`src/rtl/bp_protocol_monitor.sv`:
```
`default_nettype none
// ============================================================================
// Module   : bp_protocol_monitor
// Brief    : Checks branch-predictor PC, result, PH and slowclock timing.
//            Optional per-check counters are enabled by BPMON_PER_CHECK_CNT_EN.
// Revision : 1.0
// ============================================================================
module bp_protocol_monitor #(
    parameter int PC_W     = 10,
    parameter int LHT_W    = 10,
    parameter int PH_W     = 12,
    parameter int PC_HOLD  = 8,
    parameter int LHT_LAT  = 1,
    parameter int LP_LAT   = 2,
    parameter int PRED_LAT = 2,
    parameter int PH_HOLD  = 2,
    parameter int SLOW_LO  = 2,
    parameter int CNT_W    = 8
) (
    input  logic               clock,
    input  logic               reset,
    input  logic               mon_en,
    input  logic               err_clear,
    input  logic [PC_W-1:0]    PC,
    input  logic               slowclock,
    input  logic [LHT_W-1:0]   LHTresult,
    input  logic               LPresult,
    input  logic               PredictedBranch,
    input  logic [PH_W-1:0]    PHresult,
    output logic [5:0]         err_pulse,
    output logic [5:0]         err_sticky,
    output logic               err_any,
    output logic [CNT_W-1:0]   err_count,
    output logic [5:0]         first_err_vec,
    output logic [PC_W-1:0]    first_err_pc
`ifdef BPMON_PER_CHECK_CNT_EN
    ,
    output logic [6*CNT_W-1:0] chk_count
`endif
);

    localparam logic [0:0] c_win_idle = 1'b0;
    localparam logic [0:0] c_win_hold = 1'b1;
    localparam logic [1:0] c_sc_high  = 2'd0;
    localparam logic [1:0] c_sc_low   = 2'd1;
    localparam logic [1:0] c_sc_wait  = 2'd2;

    localparam logic [7:0] c_pc_hold  = 8'(PC_HOLD);
    localparam logic [7:0] c_ph_hold  = 8'(PH_HOLD);
    localparam logic [7:0] c_lht_lat  = 8'(LHT_LAT);
    localparam logic [7:0] c_lp_lat   = 8'(LP_LAT);
    localparam logic [7:0] c_pred_lat = 8'(PRED_LAT);
    localparam logic [7:0] c_slow_lo  = 8'(SLOW_LO);

    logic              r_vld;
    logic [PC_W-1:0]   r_pc_q;
    logic [PH_W-1:0]   r_ph_q;
    logic              r_sc_q;
    logic [0:0]        r_win_st;
    logic [7:0]        r_wcnt;
    logic [0:0]        r_ph_st;
    logic [7:0]        r_phcnt;
    logic [1:0]        r_sc_st;
    logic [7:0]        r_lcnt;
    logic [PC_W-1:0]   r_pulse_pc;

    logic              w_pc_chg;
    logic              w_ph_chg;
    logic              w_fall;
    logic              w_rise;
    logic              w_lht_unk;
    logic              w_lp_unk;
    logic              w_pred_unk;
    logic [5:0]        w_det;

    // Unknown detection is a simulation-only notion; hardware sees known values.
`ifdef SYNTHESIS
    assign w_lht_unk  = 1'b0;
    assign w_lp_unk   = 1'b0;
    assign w_pred_unk = 1'b0;
`else
    assign w_lht_unk  = $isunknown(^LHTresult);
    assign w_lp_unk   = $isunknown(LPresult);
    assign w_pred_unk = $isunknown(PredictedBranch);
`endif

    assign w_pc_chg = r_vld && (PC != r_pc_q);
    assign w_ph_chg = r_vld && (PHresult != r_ph_q);
    assign w_fall   = r_vld && r_sc_q && !slowclock;
    assign w_rise   = r_vld && !r_sc_q && slowclock;

    always_comb begin
        w_det = '0;
        if (w_pc_chg && (r_win_st == c_win_hold) && (r_wcnt < c_pc_hold))
            w_det[0] = 1'b1;
        // A PC change abandons the known-checks of the window it ends.
        if (!w_pc_chg && (r_win_st == c_win_hold)) begin
            w_det[1] = (r_wcnt == c_lht_lat)  && w_lht_unk;
            w_det[2] = (r_wcnt == c_lp_lat)   && w_lp_unk;
            w_det[3] = (r_wcnt == c_pred_lat) && w_pred_unk;
        end
        if (w_ph_chg && (r_ph_st == c_win_hold) && (r_phcnt < c_ph_hold))
            w_det[4] = 1'b1;
        if (r_sc_st == c_sc_low) begin
            if (w_rise)
                w_det[5] = (r_lcnt != c_slow_lo);
            else if (r_lcnt == c_slow_lo)
                w_det[5] = 1'b1;
        end
    end

    always_ff @(posedge clock) begin
        if (reset) begin
            r_vld    <= 1'b0;
            r_pc_q   <= '0;
            r_ph_q   <= '0;
            r_sc_q   <= 1'b0;
            r_win_st <= c_win_idle;
            r_wcnt   <= '0;
            r_ph_st  <= c_win_idle;
            r_phcnt  <= '0;
            r_sc_st  <= c_sc_high;
            r_lcnt   <= '0;
        end else begin
            r_vld  <= 1'b1;
            r_pc_q <= PC;
            r_ph_q <= PHresult;
            r_sc_q <= slowclock;

            if (w_pc_chg) begin
                r_win_st <= c_win_hold;
                r_wcnt   <= 8'd1;
            end else if (r_win_st == c_win_hold) begin
                if (r_wcnt == c_pc_hold) r_win_st <= c_win_idle;
                else                     r_wcnt   <= r_wcnt + 8'd1;
            end

            if (w_ph_chg) begin
                r_ph_st <= c_win_hold;
                r_phcnt <= 8'd1;
            end else if (r_ph_st == c_win_hold) begin
                if (r_phcnt == c_ph_hold) r_ph_st <= c_win_idle;
                else                      r_phcnt <= r_phcnt + 8'd1;
            end

            case (r_sc_st)
                c_sc_high: if (w_fall) begin
                    r_sc_st <= c_sc_low;
                    r_lcnt  <= 8'd1;
                end
                c_sc_low: begin
                    if (w_rise)                  r_sc_st <= c_sc_high;
                    else if (r_lcnt == c_slow_lo) r_sc_st <= c_sc_wait;
                    else                         r_lcnt  <= r_lcnt + 8'd1;
                end
                c_sc_wait: if (w_rise) r_sc_st <= c_sc_high;
                default:   r_sc_st <= c_sc_high;
            endcase
        end
    end

    // Clear takes effect first so a same-cycle pulse is recorded afresh.
    always_ff @(posedge clock) begin
        if (reset) begin
            err_pulse     <= '0;
            r_pulse_pc    <= '0;
            err_sticky    <= '0;
            err_count     <= '0;
            first_err_vec <= '0;
            first_err_pc  <= '0;
        end else begin
            err_pulse  <= mon_en ? w_det : 6'd0;
            r_pulse_pc <= PC;
            if (err_clear) begin
                err_sticky    <= err_pulse;
                err_count     <= (|err_pulse) ? CNT_W'(1) : '0;
                first_err_vec <= err_pulse;
                first_err_pc  <= (|err_pulse) ? r_pulse_pc : '0;
            end else begin
                err_sticky <= err_sticky | err_pulse;
                if ((|err_pulse) && (err_count != {CNT_W{1'b1}}))
                    err_count <= err_count + CNT_W'(1);
                if ((first_err_vec == 6'd0) && (|err_pulse)) begin
                    first_err_vec <= err_pulse;
                    first_err_pc  <= r_pulse_pc;
                end
            end
        end
    end

    assign err_any = |err_sticky;

`ifdef BPMON_PER_CHECK_CNT_EN
    for (genvar gi = 0; gi < 6; gi++) begin : g_chk_cnt
        always_ff @(posedge clock) begin
            if (reset || err_clear)
                chk_count[gi*CNT_W +: CNT_W] <= (!reset && err_pulse[gi]) ? CNT_W'(1) : '0;
            else if (err_pulse[gi] && (chk_count[gi*CNT_W +: CNT_W] != {CNT_W{1'b1}}))
                chk_count[gi*CNT_W +: CNT_W] <= chk_count[gi*CNT_W +: CNT_W] + CNT_W'(1);
        end
    end
`endif

endmodule
`default_nettype wire

```
`config.mk`:
```
export PLATFORM = sky130hd
export DESIGN_NAME = bp_protocol_monitor
export DESIGN_NICKNAME = d
export VERILOG_FILES = /design/src/rtl/bp_protocol_monitor.sv
export SDC_FILE = /design/constraint.sdc
export NUM_CORES = 1
export LEC_CHECK = 0
export BUFFER_PORTS_ARGS = -buffer_cell sky130_fd_sc_hd__buf_2
export CAP_MARGIN = 0
export CORE_MARGIN = 4
export CORE_UTILIZATION = 51
export CTS_BUF_LIST = sky130_fd_sc_hd__clkbuf_8
export DETAILED_ROUTE_END_ITERATION = 10
export PLACE_DENSITY = 0.88
export SLEW_MARGIN = 20
export SYNTH_ARGS = -nofsm -noshare
export SYNTH_HDL_FRONTEND = slang
export SYNTH_SLANG_ARGS = --single-unit
```
`constraint.sdc`:
```
create_clock -name clock -period 1.65 [get_ports clock]
set_input_delay 0.165 -clock clock [delete_from_list [all_inputs] [get_ports clock]]
set_output_delay 0.165 -clock clock [all_outputs]
set_load 0.05 [all_outputs]
```
Word level (Yosys, flattened, before mapping) --
Cells that the tools add are included.
Storage, ports and cells: bits in writable memories 0, register bits after elaboration 88, ROM bits 0, word-level logic and storage cells 114, output and inout port bits 37, memories 0, input port bits 39, latch bits 0
Operators by class: div/mod/pow operators 0, reduce and logical (&&, ||, !) cells 33, bitwise logic cells 5, order comparisons 2, equality and inequality tests 16, multipliers 0, add/sub/neg operators 4, multiplexer cells 35, shifts and indexed selects 0
Operators with widths (number):
- 2-to-1 mux 8 bit | 5
- adder 8 x 1 -> 8 bit, second input constant | 4
- 2-to-1 mux 10 bit | 3
- 2-to-1 mux 1 bit | 18
- 2-to-1 mux 6 bit | 3
- equality test 8 x 2 -> 1 bit, second input constant | 2
- case mux 8 bit (2 select lines) | 1
- logical AND 1 bit | 12
- != test 12 bit | 1
- != test 2 bit, second input constant | 6
- OR reduction 6 bit | 2
- != test 10 bit | 1
- nonzero test 2 bit | 5
- equality test 8 x 4 -> 1 bit, second input constant | 1
- < comparator 8 x 2 -> 1 bit, second input constant | 1
- < comparator 8 x 4 -> 1 bit, second input constant | 1
- 2-to-1 mux 2 bit | 4
- != test 8 x 2 -> 1 bit, second input constant | 1
- != test 8 bit, second input constant | 1
- AND reduction 2 bit | 4
- logical NOT 6 bit | 1
- bitwise OR 6 bit | 1
- case mux 2 bit (3 select lines) | 1
- OR reduction 2 bit | 3
- 9 further kinds | 13

Depth between registers and ports, before layout --
word-level depth 5, gate-level depth with buffers 6, mapped depth without buffers 6

Least setup slack after synthesis --
No wires, ideal clock.
kind reg-to-reg, start point register err_pulse[0], end point register first_err_pc[1], clock period less this slack 1.779 ns, library setup time 0.128 ns, arrival time 1.651 ns, path buffers 2, cell stages (with the launch flop) 7, required time 1.522 ns, path slack -0.129 ns, path through dfxtp_1 > or3_1 > buf_4 > a21oi_4 > buf_6 > mux2i_1 > nor2_1
Between the ends: cells in the longest elaborated chain, start to end 3, elaborated cells on any way between the ends 5, those cells by class mux: 2; reduce/logical: 3
Ends and longest elaborated chain:
- start, declared | RTL line 30 | output logic [5:0] err_pulse,
- start signal, assigned | RTL line 172 | err_pulse <= mon_en ? w_det : 6'd0;
- OR reduction 6 bit * | RTL line 178, 183
- 2-to-1 mux 10 bit or logical AND 1 bit (tied branches) | RTL line 178, 183
- 2-to-1 mux 10 bit or nonzero test 2 bit (tied branches)
- end signal, assigned | RTL line 178 | first_err_pc <= (|err_pulse) ? r_pulse_pc : '0;
- end signal, assigned | RTL line 185 | first_err_pc <= r_pulse_pc;
- end, declared | RTL line 35 | output logic [PC_W-1:0] first_err_pc
Every way passes the cells marked *; elsewhere a longest branch is shown, timed or not. A chain may end at the register's enable or synchronous reset.

Worst setup path in the final report --
start point register r_sc_st[0], end point register r_lcnt[7]
Between the ends: cells in the longest elaborated chain, start to end 3, elaborated cells on any way between the ends 8, those cells by class eq/ne: 4; mux: 1; reduce/logical: 3
Ends and longest elaborated chain:
- start, declared | RTL line 63 | logic [1:0] r_sc_st;
- start signal, assigned | RTL line 122 | r_sc_st <= c_sc_high;
- start signal, assigned | RTL line 148 | r_sc_st <= c_sc_low;
- start signal, assigned | RTL line 152 | if (w_rise) r_sc_st <= c_sc_high;
- equality test 2 x 1 -> 1 bit or logical NOT 2 bit (tied branches) | RTL line 146 | case (r_sc_st)
- != test 2 bit (no line) or nonzero test 2 bit (tied branches)
- AND reduction 4 bit (no line)
- end signal, assigned | RTL line 154 | else r_lcnt <= r_lcnt + 8'd1;
- end, declared | RTL line 64 | logic [7:0] r_lcnt;
Several ways; a longest one is shown, not always the timed one.

==> run metrics <==
outcome completed; Setup CP Type reg2reg; Req. time, crit path 1930 ps; H-tree Lvls 3; number of I/O port buffers 54; CP endpoint kind flop; layout cells sized above 1 0.2159; Clock Sinks 79; Routed WL 7072 um; period utilisation layout 0.9494; Non-Filler Instances 517; dpl cell area 3870 um2; met3 wire len 375 um; Rows 29; CORE AREA 6495 um2; Synth area leaders dfxtp_1 (45%), xnor2_1 (7.8%), nor2b_1 (4.7%); Diodes inserted 0; WL/cell 13.68 um; cell count after placement 502; DRT iter0 DRCs 112; area grow syn2layout 17.29%; commonest cells in the synthesized netlist dfxtp_1 (79), nor2_1 (35), xnor2_1 (31), nor2b_1 (26), a21oi_1 (22); Max-cap violations 0; hold_buf cts 0; wire length on met2 3572 um; total power 3.835 mW; final setup violating endpoints 0; largest net degree at the start of global routing 25; Final Instance Area 4083 um2; most common cell in the netlist dfxtp_1; area leader, netlist dfxtp_1; Clk Latency, worst-skew pair 350 ps; initial antenna violation count 0; EDFF count, synth 0; Final HPWL DP 5340 um; top_reg_cell synth dfxtp_1; antenna viol nets, final 0; starting density of the core 0.5359; NumNets Final 482; post-route minimum period 1566 ps; PD cells 939.3 nW/um2; Max rail drop VDD 0.5643 mV; critical path arrival 1840 ps; via count 2784; uppermost layer routed met4; #FFs+latches synth 79; vias in the first global route 2676; drt first pass iters 6; Leak Pwr 1.632 nW; Clock Pin Slew Worst Setup and Hold Paths 80 ps; synthesized cell area 3481 um2; Synth cell types 49; IO Count 76; TritonCTS clock tree built; Max Clock Skew 9.027 ps; total congestion overflow 0; CTS Buf Count 9; DRT met1 WL 3010 um; Global Route Usage Sum 0.1767; # DRC 0; top-area cell type share of the netlist area 0.4543; die width 90.62 um; die area 8211 um2; sequential area share after synthesis 0.4543; Mapped Cells 371; first-pass GRT wire length 11920 um; Post-Syn Area per Cell 9.382 um2; Clock Tree Buf Depth 2; RePlAce Congestion 0.8616; Worst Hold Class in2reg; CP Launch Type flop; Fmax 638.4 MHz; Vias/cell 5.385; crit path max fanout 10; number of setup buffers added after CTS 0; Final Hold Fails 0; Slew Viols, Final 0; Async S/R FF share, synth 0; clk root buf clkbuf_8; Die Span Y 90.62 um; synth warn 0; RSZ-0062 raised after global routing false
==> registers in the layout, summed over array words and instances, names as in the netlist, 2 cells and up <==
| signal | cells |
|---|---|
| first_err_pc | 10 |
| first_err_vec | 3 |
| r_sc_st | 2 |
| err_sticky | 3 |
| err_pulse | 3 |
| r_pulse_pc | 10 |
| r_ph_q | 12 |
| r_phcnt | 8 |
| err_count | 8 |
| r_lcnt | 8 |
| r_wcnt | 8 |
==> metal layers <==
layer / vias up / global-route usage
met5: - / 0
met4: 0 / 0.07270
met3: 10 / 0.05083
met2: 81 / 0.3027
met1: 1290 / 0.2058
li1: 1403 / -
==> worst paths after layout <==
check	to	slack (ps)	startpoint	cells past startpoint
setup / recovery	r_lcnt[7]	80	r_sc_st[0]	4
hold / removal	r_ph_q[9]	50	PHresult[9]	2
setup reg to reg	r_lcnt[7]	80	r_sc_st[0]	4
hold reg to reg	first_err_pc[2]	490	first_err_pc[2]	2
==> power breakdown <==
group	switching, mW	total [mW]	internal [mW]
Sequential	0.0429	2.00	1.96
Clock	0.653	1.42	0.765
Combinational	0.252	0.415	0.163
==> cell families after synthesis <==
| kind of cell | after synthesis | synth area share |
|---|---|---|
| multiplexers | 16 | 0.04601 |
| AO/OA/AOI/OAI | 55 | 0.1086 |
| other | 1 | 0.001077 |
| adder cells (fa/ha/maj) | 7 | 0.02516 |
| flip-flops | 79 | 0.4544 |
| XOR/XNOR | 38 | 0.09561 |
| buffers and inverters | 32 | 0.04960 |
| AND/OR/NAND/NOR | 143 | 0.2196 |
==> cell type report <==
cell class | instances | area (um2)
Tap cell | 77 | 96.34
Inverter | 13 | 48.80
Multi-Input combinational cell | 268 | 1770
Clock buffer | 11 | 151.4
Timing Repair Buffer | 65 | 377.9
Sequential cell | 79 | 1592
Fill cell | 525 | 2412
Clock inverter | 4 | 46.29
==> repair_timing <==
| action | in CTS | in global routing |
|---|---|---|
| resized for setup | 1 | 2 |
| pin swaps | 0 | 0 |
| endpoints found under the setup margin | 1 | 2 |
==> worst max-delay path, cell delays in order (launching register included) <==
cell     delay (ps)
dfxtp_1         450
inv_2           100
o22a_4          290
or4_1           510
a21oi_1         150
==> layout by cell type, fill, tap and decap left out, types with 2 or more instances in the layout <==
cell and count:
mux2i_1 16, nand4b_1 4, nor2b_1 26, o21ai_0 5, a211oi_1 3, buf_2 54
clkbuf_8 11, xor2_1 7, or4_1 3, nand2_1 21, ha_1 7, or3_1 7
a311oi_1 2, a31oi_1 2, buf_4 9, o31ai_1 6, inv_1 13, nor3_1 14
nand3_1 6, buf_12 2, o31a_1 2, dfxtp_1 73, a21oi_1 22, nand4_1 13
dfxtp_2 5, nor2_1 35, xnor2_1 31, nor4_1 4, conb_1 9, and3_1 3
==> metrics by stage <==
stage	utilization	TNS [ps]	setup WS (ps)	hold slack, ps
2_1_floorplan	-	0	8.249	287.1
3_3_place_gp	0.5958	0	92.87	401.8
3_5_place_dp	0.5958	-0.09659	-0.09659	408.2
4_1_cts	0.6276	0	37.28	33.71
5_1_grt	0.6286	0	11.16	37.98
6_report	0.6286	0	83.51	50.85
(Power assumes the default switching activity.)
